==> config.mk <==
export PLATFORM = sky130hd
export DESIGN_NAME = spi_memory_responder
export DESIGN_NICKNAME = d
export VERILOG_FILES = /design/src/rtl/spi_mem_pkg.sv /design/src/rtl/spi_memory_responder_sync_edge.sv /design/src/rtl/spi_memory_responder.sv
export SDC_FILE = /design/constraint.sdc
export NUM_CORES = 1
export LEC_CHECK = 0
export CAP_MARGIN = 20
export CORE_ASPECT_RATIO = 0.9
export CORE_MARGIN = 5
export CORE_UTILIZATION = 59
export CTS_BUF_LIST = sky130_fd_sc_hd__clkbuf_8
export CTS_CLUSTER_SIZE = 30
export DETAILED_ROUTE_END_ITERATION = 12
export PLACE_DENSITY = 0.8
export SYNTH_ARGS = -nofsm -noshare
export SYNTH_HDL_FRONTEND = slang
export SYNTH_SLANG_ARGS = --single-unit
==> constraint.sdc <==
create_clock -name clk -period 2.6 [get_ports clk]
set_clock_uncertainty 0.2 [all_clocks]
set_input_delay 0.52 -clock clk [delete_from_list [all_inputs] [get_ports clk]]
set_output_delay 0.52 -clock clk [all_outputs]
set_load 0.02 [all_outputs]
==> src/rtl/spi_mem_pkg.sv <==
`default_nettype none
// ============================================================================
// Module   : spi_mem_pkg
// Purpose  : Opcodes, FSM states and status layout for the SPI memory responder
// Revision : 1.0 - initial release
// ============================================================================
package spi_mem_pkg;

   localparam logic [7:0] c_OP_WREN  = 8'h06;
   localparam logic [7:0] c_OP_READ  = 8'h03;
   localparam logic [7:0] c_OP_WRITE = 8'h02;
   localparam logic [7:0] c_OP_RDSR  = 8'h05;
   localparam logic [7:0] c_OP_STORE = 8'h3C;

   localparam int c_STATUS_WEL_BIT = 0;

   typedef enum logic [2:0] {
      ST_IDLE   = 3'd0,
      ST_CMD    = 3'd1,
      ST_ADDR   = 3'd2,
      ST_WDATA  = 3'd3,
      ST_RDATA  = 3'd4,
      ST_STATUS = 3'd5,
      ST_IGNORE = 3'd6
   } state_t;

   function automatic logic [7:0] status_byte(input logic wel_bit);
      logic [7:0] s;
      s = 8'h00;
      s[c_STATUS_WEL_BIT] = wel_bit;
      return s;
   endfunction

endpackage
`default_nettype wire

==> src/rtl/spi_memory_responder_sync_edge.sv <==
`default_nettype none
// ============================================================================
// Module   : spi_sync_edge
// Purpose  : Two-flop synchronizer with rise/fall pulses on the synced level
// Revision : 1.0 - initial release
// ============================================================================
module spi_sync_edge (
   input  logic clk,
   input  logic reset_n,
   input  logic din,
   output logic rise,
   output logic fall
);

   logic r_meta;
   logic r_sync;
   logic r_prev;

   always_ff @(posedge clk or negedge reset_n) begin
      if (!reset_n) begin
         r_meta <= 1'b0;
         r_sync <= 1'b0;
         r_prev <= 1'b0;
      end else begin
         r_meta <= din;
         r_sync <= r_meta;
         r_prev <= r_sync;
      end
   end

   assign rise = r_sync & ~r_prev;
   assign fall = ~r_sync & r_prev;

endmodule
`default_nettype wire

==> src/rtl/spi_memory_responder.sv <==
`default_nettype none
// ============================================================================
// Module   : spi_memory_responder
// Purpose  : SPI mode-0 target turning WREN/READ/WRITE/RDSR/STORE into 16-bit
//            parallel memory accesses, all oversampled on clk
// Revision : 1.0 - initial release
// ============================================================================
module spi_memory_responder
   import spi_mem_pkg::*;
(
   input  logic        clk,
   input  logic        reset_n,
   input  logic        cs,
   input  logic        sck,
   input  logic        mosi,
   output logic        miso,
   output logic        miso_oe,
   output logic        mem_re,
   output logic        mem_we,
   output logic [15:0] mem_addr,
   output logic [15:0] mem_wdata,
   input  logic [15:0] mem_rdata,
   output logic        store_pulse,
   output logic        wel,
   output logic        cmd_error
);

   logic w_sck_rise, w_sck_fall, w_cs_rise, w_cs_fall;
   logic r_mosi_meta, r_mosi_sync;

   spi_sync_edge u_sck_sync (
      .clk     (clk),
      .reset_n (reset_n),
      .din     (sck),
      .rise    (w_sck_rise),
      .fall    (w_sck_fall)
   );

   spi_sync_edge u_cs_sync (
      .clk     (clk),
      .reset_n (reset_n),
      .din     (cs),
      .rise    (w_cs_rise),
      .fall    (w_cs_fall)
   );

   state_t      r_state, w_state_next;
   logic [3:0]  r_bit_cnt, w_bit_cnt;
   logic [15:0] r_shift_in, w_shift_in;
   logic [15:0] r_shift_out, w_shift_out;
   logic [15:0] r_addr, w_addr;
   logic        r_is_read, w_is_read;
   logic        r_wel, w_wel;
   logic        r_wrote, w_wrote;
   logic        r_load;
   logic        r_miso, w_miso;
   logic        r_miso_oe, w_miso_oe;
   logic        r_mem_re, w_mem_re;
   logic        r_mem_we, w_mem_we;
   logic [15:0] r_mem_addr, w_mem_addr;
   logic [15:0] r_mem_wdata, w_mem_wdata;
   logic        r_store, w_store;
   logic        r_cmd_err, w_cmd_err;

   logic [15:0] w_word;
   logic [15:0] w_out_word;

   assign w_word     = {r_shift_in[14:0], r_mosi_sync};
   // Read data may arrive in the same cycle as the sck fall that shifts it out
   assign w_out_word = r_load ? mem_rdata : r_shift_out;

   always_ff @(posedge clk or negedge reset_n) begin
      if (!reset_n) begin
         r_state <= ST_IDLE;
      end else begin
         r_state <= w_state_next;
      end
   end

   always_comb begin
      w_state_next = r_state;
      w_bit_cnt    = r_bit_cnt;
      w_shift_in   = r_shift_in;
      w_shift_out  = r_shift_out;
      w_addr       = r_addr;
      w_is_read    = r_is_read;
      w_wel        = r_wel;
      w_wrote      = r_wrote;
      w_miso       = r_miso;
      w_miso_oe    = r_miso_oe;
      w_mem_re     = 1'b0;
      w_mem_we     = 1'b0;
      w_mem_addr   = r_mem_addr;
      w_mem_wdata  = r_mem_wdata;
      w_store      = 1'b0;
      w_cmd_err    = 1'b0;

      if (r_load) begin
         w_shift_out = mem_rdata;
      end
      if (w_sck_rise) begin
         w_shift_in = w_word;
      end

      if (w_cs_rise) begin
         w_state_next = ST_IDLE;
         w_miso       = 1'b0;
         w_miso_oe    = 1'b0;
         if (r_state == ST_WDATA && r_wrote) begin
            w_wel = 1'b0;
         end
      end else begin
         case (r_state)
            ST_IDLE: begin
               if (w_cs_fall) begin
                  w_state_next = ST_CMD;
                  w_bit_cnt    = 4'd0;
                  w_wrote      = 1'b0;
               end
            end
            ST_CMD: begin
               if (w_sck_rise) begin
                  w_bit_cnt = r_bit_cnt + 4'd1;
                  if (r_bit_cnt == 4'd7) begin
                     w_bit_cnt = 4'd0;
                     case (w_word[7:0])
                        c_OP_WREN: begin
                           w_wel        = 1'b1;
                           w_state_next = ST_IGNORE;
                        end
                        c_OP_STORE: begin
                           w_store      = 1'b1;
                           w_state_next = ST_IGNORE;
                        end
                        c_OP_RDSR: begin
                           w_shift_out  = {status_byte(r_wel), 8'h00};
                           w_state_next = ST_STATUS;
                        end
                        c_OP_READ: begin
                           w_is_read    = 1'b1;
                           w_state_next = ST_ADDR;
                        end
                        c_OP_WRITE: begin
                           w_is_read    = 1'b0;
                           w_state_next = ST_ADDR;
                        end
                        default: begin
                           w_cmd_err    = 1'b1;
                           w_state_next = ST_IGNORE;
                        end
                     endcase
                  end
               end
            end
            ST_ADDR: begin
               if (w_sck_rise) begin
                  w_bit_cnt = r_bit_cnt + 4'd1;
                  if (r_bit_cnt == 4'd15) begin
                     w_bit_cnt = 4'd0;
                     w_addr    = w_word;
                     if (r_is_read) begin
                        w_mem_re     = 1'b1;
                        w_mem_addr   = w_word;
                        w_state_next = ST_RDATA;
                     end else begin
                        w_state_next = ST_WDATA;
                     end
                  end
               end
            end
            ST_WDATA: begin
               if (w_sck_rise) begin
                  w_bit_cnt = r_bit_cnt + 4'd1;
                  if (r_bit_cnt == 4'd15) begin
                     w_bit_cnt = 4'd0;
                     if (r_wel) begin
                        w_mem_we    = 1'b1;
                        w_mem_addr  = r_addr;
                        w_mem_wdata = w_word;
                        w_addr      = r_addr + 16'd1;
                        w_wrote     = 1'b1;
                     end else begin
                        w_cmd_err   = 1'b1;
                     end
                  end
               end
            end
            ST_RDATA: begin
               if (w_sck_fall) begin
                  w_miso      = w_out_word[15];
                  w_miso_oe   = 1'b1;
                  w_shift_out = {w_out_word[14:0], 1'b0};
               end
               if (w_sck_rise) begin
                  w_bit_cnt = r_bit_cnt + 4'd1;
                  if (r_bit_cnt == 4'd15) begin
                     w_bit_cnt  = 4'd0;
                     w_addr     = r_addr + 16'd1;
                     w_mem_re   = 1'b1;
                     w_mem_addr = r_addr + 16'd1;
                  end
               end
            end
            ST_STATUS: begin
               // Counts falls: eight status bits, then the line goes quiet
               if (w_sck_fall) begin
                  if (r_bit_cnt < 4'd8) begin
                     w_miso      = r_shift_out[15];
                     w_miso_oe   = 1'b1;
                     w_shift_out = {r_shift_out[14:0], 1'b0};
                     w_bit_cnt   = r_bit_cnt + 4'd1;
                  end else begin
                     w_miso    = 1'b0;
                     w_miso_oe = 1'b0;
                  end
               end
            end
            ST_IGNORE: begin
               w_state_next = ST_IGNORE;
            end
            default: begin
               w_state_next = ST_IDLE;
            end
         endcase
      end
   end

   always_ff @(posedge clk or negedge reset_n) begin
      if (!reset_n) begin
         r_mosi_meta <= 1'b0;
         r_mosi_sync <= 1'b0;
         r_bit_cnt   <= 4'd0;
         r_shift_in  <= 16'h0000;
         r_shift_out <= 16'h0000;
         r_addr      <= 16'h0000;
         r_is_read   <= 1'b0;
         r_wel       <= 1'b0;
         r_wrote     <= 1'b0;
         r_load      <= 1'b0;
         r_miso      <= 1'b0;
         r_miso_oe   <= 1'b0;
         r_mem_re    <= 1'b0;
         r_mem_we    <= 1'b0;
         r_mem_addr  <= 16'h0000;
         r_mem_wdata <= 16'h0000;
         r_store     <= 1'b0;
         r_cmd_err   <= 1'b0;
      end else begin
         r_mosi_meta <= mosi;
         r_mosi_sync <= r_mosi_meta;
         r_bit_cnt   <= w_bit_cnt;
         r_shift_in  <= w_shift_in;
         r_shift_out <= w_shift_out;
         r_addr      <= w_addr;
         r_is_read   <= w_is_read;
         r_wel       <= w_wel;
         r_wrote     <= w_wrote;
         r_load      <= r_mem_re;
         r_miso      <= w_miso;
         r_miso_oe   <= w_miso_oe;
         r_mem_re    <= w_mem_re;
         r_mem_we    <= w_mem_we;
         r_mem_addr  <= w_mem_addr;
         r_mem_wdata <= w_mem_wdata;
         r_store     <= w_store;
         r_cmd_err   <= w_cmd_err;
      end
   end

   assign miso        = r_miso;
   assign miso_oe     = r_miso_oe;
   assign mem_re      = r_mem_re;
   assign mem_we      = r_mem_we;
   assign mem_addr    = r_mem_addr;
   assign mem_wdata   = r_mem_wdata;
   assign store_pulse = r_store;
   assign wel         = r_wel;
   assign cmd_error   = r_cmd_err;

endmodule
`default_nettype wire

# After elaboration in Yosys (flattened, before gate mapping)
# Cells that the tools add are included.
# word_totals
input_bits	21
word_cells	184
regBits	104
output_inout_bits	39
# classes
bitwise	9
n_addsub	2
reduce_logical	24
order_cmp	1
eq_ne	35
muxes	88
# ops
operator	count
$mux 16	21
$pmux 16 s3	3
$mux 1	41
$mux 4	7
$mux 3	7
$ne 2x1->1 const B	9
$add 16x1->16 const B	1
$eq 8x2->1 const B	2
$eq 8x3->1 const B	2
$pmux 4 s4	1
$ne 3x1->1 const B	5
$pmux 3 s5	1
$reduce_and 5->1	3
$ne 2x2->1 const B	6
$pmux 1 s2	6
$reduce_and 6->1	2
$reduce_bool 2->1	6
$reduce_and 10->1	1
$eq 3x3->1 const B	3
$reduce_and 9->1	1
$eq 8x6->1 const B	1
$reduce_and 7->1	1
$eq 3x2->1 const B	2
$ne 3x2->1 const B	2
16 further kinds	25

# Longest topological paths before layout
# logic_depth
depth_word	7
mapped_depth	8
ltp_nobuf	6

# Hierarchy
# Synthesis repeated with hierarchy kept, for this count alone.
# hier_totals
cells_unflattened	558
area_unflattened_um2	5457.7
# modules_own_cells
module	cells_each	seq_area_each_um2	area_each_um2	n_inst
spi_memory_responder	548	2452.4	5277.6	1
spi_sync_edge	5	75.1	90.1	2

# Worst setup path after synthesis
# No wires, ideal clock.
# synth_timing
path_kind	register to register
startpoint	register r_bit_cnt[0]
endpoint	register r_mem_wdata[6], in the netlist mem_wdata[6]
setup_time_ns	0.125
t_required_ns	2.275
path_buffers	1
path_slack_ns	0.287
period_less_slack_ns	2.313
arrival_ns	1.988
path_stages_with_launch	7
cell_sequence	dfrtp_1 > ha_1 > and3_1 > nand3_1 > nor3_2 > buf_2 > mux2_2
# synth_between
elab_chain_len	2
# synth_lines
element	line_no	text
start: declaration	spi_memory_responder.sv:48	logic [3:0] r_bit_cnt, w_bit_cnt;
start signal: assignment	spi_memory_responder.sv:251	r_bit_cnt <= w_bit_cnt;
$eq 4x4->1	spi_memory_responder.sv:174	if (r_bit_cnt == 4'd15) begin
$reduce_and 5->1 (no source line)	--	
end signal: assignment	spi_memory_responder.sv:264	r_mem_wdata <= w_mem_wdata;
end: declaration	spi_memory_responder.sv:61	logic [15:0] r_mem_wdata, w_mem_wdata;
# Every way passes these cells.
# A chain may end at the register's enable or synchronous reset.

# Worst setup path after layout
# layout_timing
startpoint	register r_shift_in[3]
endpoint	register r_shift_out[8]
# layout_between
elab_chain_len	6
# layout_lines
element	line_no	text
start: declaration	spi_memory_responder.sv:49	logic [15:0] r_shift_in, w_shift_in;
start signal: assignment	spi_memory_responder.sv:252	r_shift_in <= w_shift_in;
$eq 8x3->1	spi_memory_responder.sv:126	case (w_word[7:0])
$mux 16	spi_memory_responder.sv:126	
$mux 16	spi_memory_responder.sv:124	if (r_bit_cnt == 4'd7) begin
$mux 16	spi_memory_responder.sv:122	if (w_sck_rise) begin
$pmux 16 s3	spi_memory_responder.sv:113	case (r_state)
$mux 16	spi_memory_responder.sv:105	if (w_cs_rise) begin
via w_shift_out[8]	spi_memory_responder.sv:50	logic [15:0] r_shift_out, w_shift_out;
end signal: assignment	spi_memory_responder.sv:253	r_shift_out <= w_shift_out;
end: declaration	spi_memory_responder.sv:50	
# The timed path passes the listed nets, and every way through them passes these cells.

==> flow_summary.yaml <==
global_route:
  grt_pass1_vias: 4671
  grt_start_max_net_pins: 47
  grt_overflow_total: 0
  grt_pass1_wl_um: 23700
  antenna_found_initial: 0
  grt_usage: 0.254
synth:
  synth_top_family_by_area: "compound AO/OA/AOI/OAI gates"
  synthMuxAreaShare: 0.0719
  synth_compound_area_frac: 0.209
  synth_cell_type_count: 75
  syn_avg_cell_area_um2: 9.47
  synthXorXnorAreaFrac: 0.0111
  synth_cells: 584
  yosysWarnings: 0
  async_reset_ff_frac: 1.00
  syn-num-nets: 607
  synth_top_area_frac: 0.470
  synth-seq-cells: 104
  ys.flop_type: "dfrtp_1"
  synth_enable_flop_cells: 0
  synthTopCellsByArea: "dfrtp_1, nand2_1, a21oi_1, nor2_1, mux2i_1"
  synthAdderAreaFrac: 0.00452
  synth-simple-area-share: 0.187
  syn-cell-area_um2: 5530
  yosys.area.top_type: "dfrtp_1"
  synth-seq-area-share: 0.470
layout:
  diodes: 0
  drive_above_1_share: 0.113
  layout.nets: 665
  areaGrowthSynthToFinish_pct: 18.7
  nFillCells: 717
  final_cell_count_no_fill: 769
sta:
  max_freq_mhz: 424
  setup_tns_ns: 0
  finalCritPeriodShare: 0.907
  slew_violations: 0
  min_period_ns: 2.36
  slew_headroom: 0.594
  tightest_slew_ns: 0.604
  rsz0062_at_grt: "false"
  hold_violations: 0
  finalSetupViolations: 0
placement:
  dp_hpwl_um: 9560
  routabilityCongestion: 0.929
  portBuffers: 59
  dp.cells: 752
setup_path:
  start_kind: "register"
  worstPathRequired_ns: 2.66
  crit_fanout: 6
  reg2reg_slack_ns: 0.24
  critPathBufInv: 0
  crit_chain: "or4_4, nor4_4, nand3_2, mux2_4, a221o_1"
  cpLargestDelayFamily: "simple AND/OR/NAND/NOR gates"
  crit_type: "register to register"
  cpPeakStageDelay_ns: 0.58
  endpoint_kind: "register"
  ff2ff_path_depth: 5
  cp.arrival_ns: 2.42
  cp_slowest_cell: "or4_4"
  critical_path_depth: 5
detailed_routing:
  drt-wirelength-per-cell_um: 17.9
  first_iter_violations: 523
  drcViolationCount: 0
  wl_um: 13800
  dr.pass1.iters: 8
  vias_per_cell: 6.24
  ant_nets: 0
  num_vias: 4796
die:
  die_w_um: 112
  start_util: 0.606
  core_um2: 9130
  die-area_um2: 11400
  row_count: 33
  pin_count: 60
  die_y_um: 102
clock_network:
  clk_latency_ns: 0.37
  cts_setup_buffers: 0
  cts-buffers-inserted: 9
  cts-root-buf: "clkbuf_8"
  clk_path_buf_depth: 2
  clk_pin_slew_worst_paths_ns: 0.11
  cts_max_level: 3
  clkSinkCount: 104
  cts_tree: "done"
hold_path:
  hold_path_depth: 0
  min_path_type: "register to register"
flow_run:
  maxCapViolCount: 0
pwr:
  peakVddDrop_uv: 445
  power_density_nw_per_um2: 632
  leakage_nw: 2.76
run_status:
  status: "finished, final reports clean"
timing repair:
action,CTS,global route
resized for setup,0,0
hold endpoints to repair,34,0
hold buffers,1,0
final cells by class:
type / instances / area (µm²) / area share
Multi-Input combinational cell: 430 / 2670 / 0.407
Sequential cell: 104 / 2600 / 0.396
Timing Repair Buffer: 92 / 888 / 0.135
Tap cell: 122 / 153 / 0.0232
Clock buffer: 9 / 124 / 0.0189
Clock inverter: 7 / 110 / 0.0168
Inverter: 5 / 18.8 / 0.00286
state kept, by name, summed over array words and instances, names as in the netlist, 3 cells and up:
| signal | cells |
|---|---|
| mem_addr | 16 |
| mem_wdata | 16 |
| r_state | 3 |
| r_shift_in | 15 |
| r_shift_out | 16 |
| r_addr | 16 |
| r_bit_cnt | 4 |
worst paths after layout:
kind	start	to
setup / recovery	r_shift_in[3]	r_shift_out[8]
hold / removal	r_mosi_meta	r_mosi_sync
setup reg to reg	r_shift_in[3]	r_shift_out[8]
hold reg to reg	r_mosi_meta	r_mosi_sync
max in group asynchronous	reset_n	mem_addr[7]
min in group asynchronous	reset_n	r_bit_cnt[2]
per-layer routing:
| metal | track usage | vias up | wire, µm |
|---|---|---|---|
| met1 | 0.380 | 2291 | 6310 |
| li1 | - | 2264 | - |
| met4 | 0.0619 | 0 | 132 |
| met2 | 0.391 | 226 | 6150 |
| met3 | 0.0462 | 15 | 1180 |
| met5 | 0 | - | 0 |
through the flow:
stage | instance area (µm²) | utilization | hold WS (ns) | total power, W | setup WS [ns]
after global placement | 6330 | 0.693 | 0.137 | 0.00293 | 0.310
after global routing | 6570 | 0.720 | 0.164 | 0.00438 | 0.132
final | 6570 | 0.720 | 0.156 | 0.00415 | 0.241
after detailed placement | 6330 | 0.693 | 0.135 | 0.00297 | 0.264
after floorplan | 5530 | - | 0.0244 | 0.00259 | 0.287
after CTS | 6570 | 0.720 | 0.158 | 0.00415 | 0.247
cell families after synthesis:
| family | after synthesis |
|---|---|
| buffers and inverters | 50 |
| XOR/XNOR | 7 |
| AND/OR/NAND/NOR | 210 |
| multiplexers | 37 |
| adder cells (fa/ha/maj) | 2 |
| AO/OA/AOI/OAI | 174 |
| flip-flops | 104 |
cell usage in the layout, fill, tap and decap left out, drive strengths merged, types with 3 or more instances in the layout:
| master | Yosys | final |
|---|---|---|
| buf | 16 | 33 |
| a221oi | 3 | 3 |
| and3 | 5 | 5 |
| nor3 | 9 | 9 |
| a2bb2oi | 6 | 6 |
| o221ai | 5 | 5 |
| nand3 | 13 | 13 |
| nor4 | 4 | 4 |
| a22oi | 16 | 16 |
| a22o | 3 | 3 |
| nor2b | 6 | 6 |
| mux2i | 18 | 18 |
| xnor2 | 6 | 6 |
| and2 | 3 | 3 |
| o22ai | 26 | 26 |
| o211ai | 4 | 4 |
| clkbuf | 28 | 9 |
| a31oi | 10 | 10 |
| a21o | 4 | 4 |
| o21ai | 32 | 32 |
| a211oi | 4 | 4 |
| o21a | 4 | 4 |
| nand4 | 7 | 7 |
| nor3b | 4 | 4 |
| inv | 4 | 8 |
| mux2 | 19 | 19 |
| a41oi | 3 | 3 |
| clkdlybuf4s50 | 0 | 58 |
| a21oi | 39 | 39 |
| nand2 | 83 | 83 |
| dfrtp | 104 | 104 |
| nor2 | 49 | 49 |
| and4 | 3 | 3 |
| nand2b | 10 | 10 |
synthesized netlist by cell type (4+ instances only):
cell       count
dfrtp_1      104
nand2_1       83
nor2_1        49
a21oi_1       37
o21ai_0       30
clkbuf_1      27
o22ai_1       26
mux2i_1       18
a22oi_1       16
nand3_1       12
a31oi_1       10
buf_2         10
mux2_2        10
nand2b_1       9
mux2_1         8
nand4_1        7
nor3_1         7
a2bb2oi_1      6
nor2b_1        6
xnor2_1        6
and3_1         5
o221ai_1       5
a21o_1         4
inv_1          4
o211ai_1       4
o21a_1         4
power by group:
part / internal [W] / leakage (nW) / switching (W)
combinational: 0.000455 / 1.22 / 0.000687
sequential: 0.00170 / 1.42 / 0.000130
clock: 0.000566 / 0.116 / 0.000615
Power figures use the tool's default switching activity.
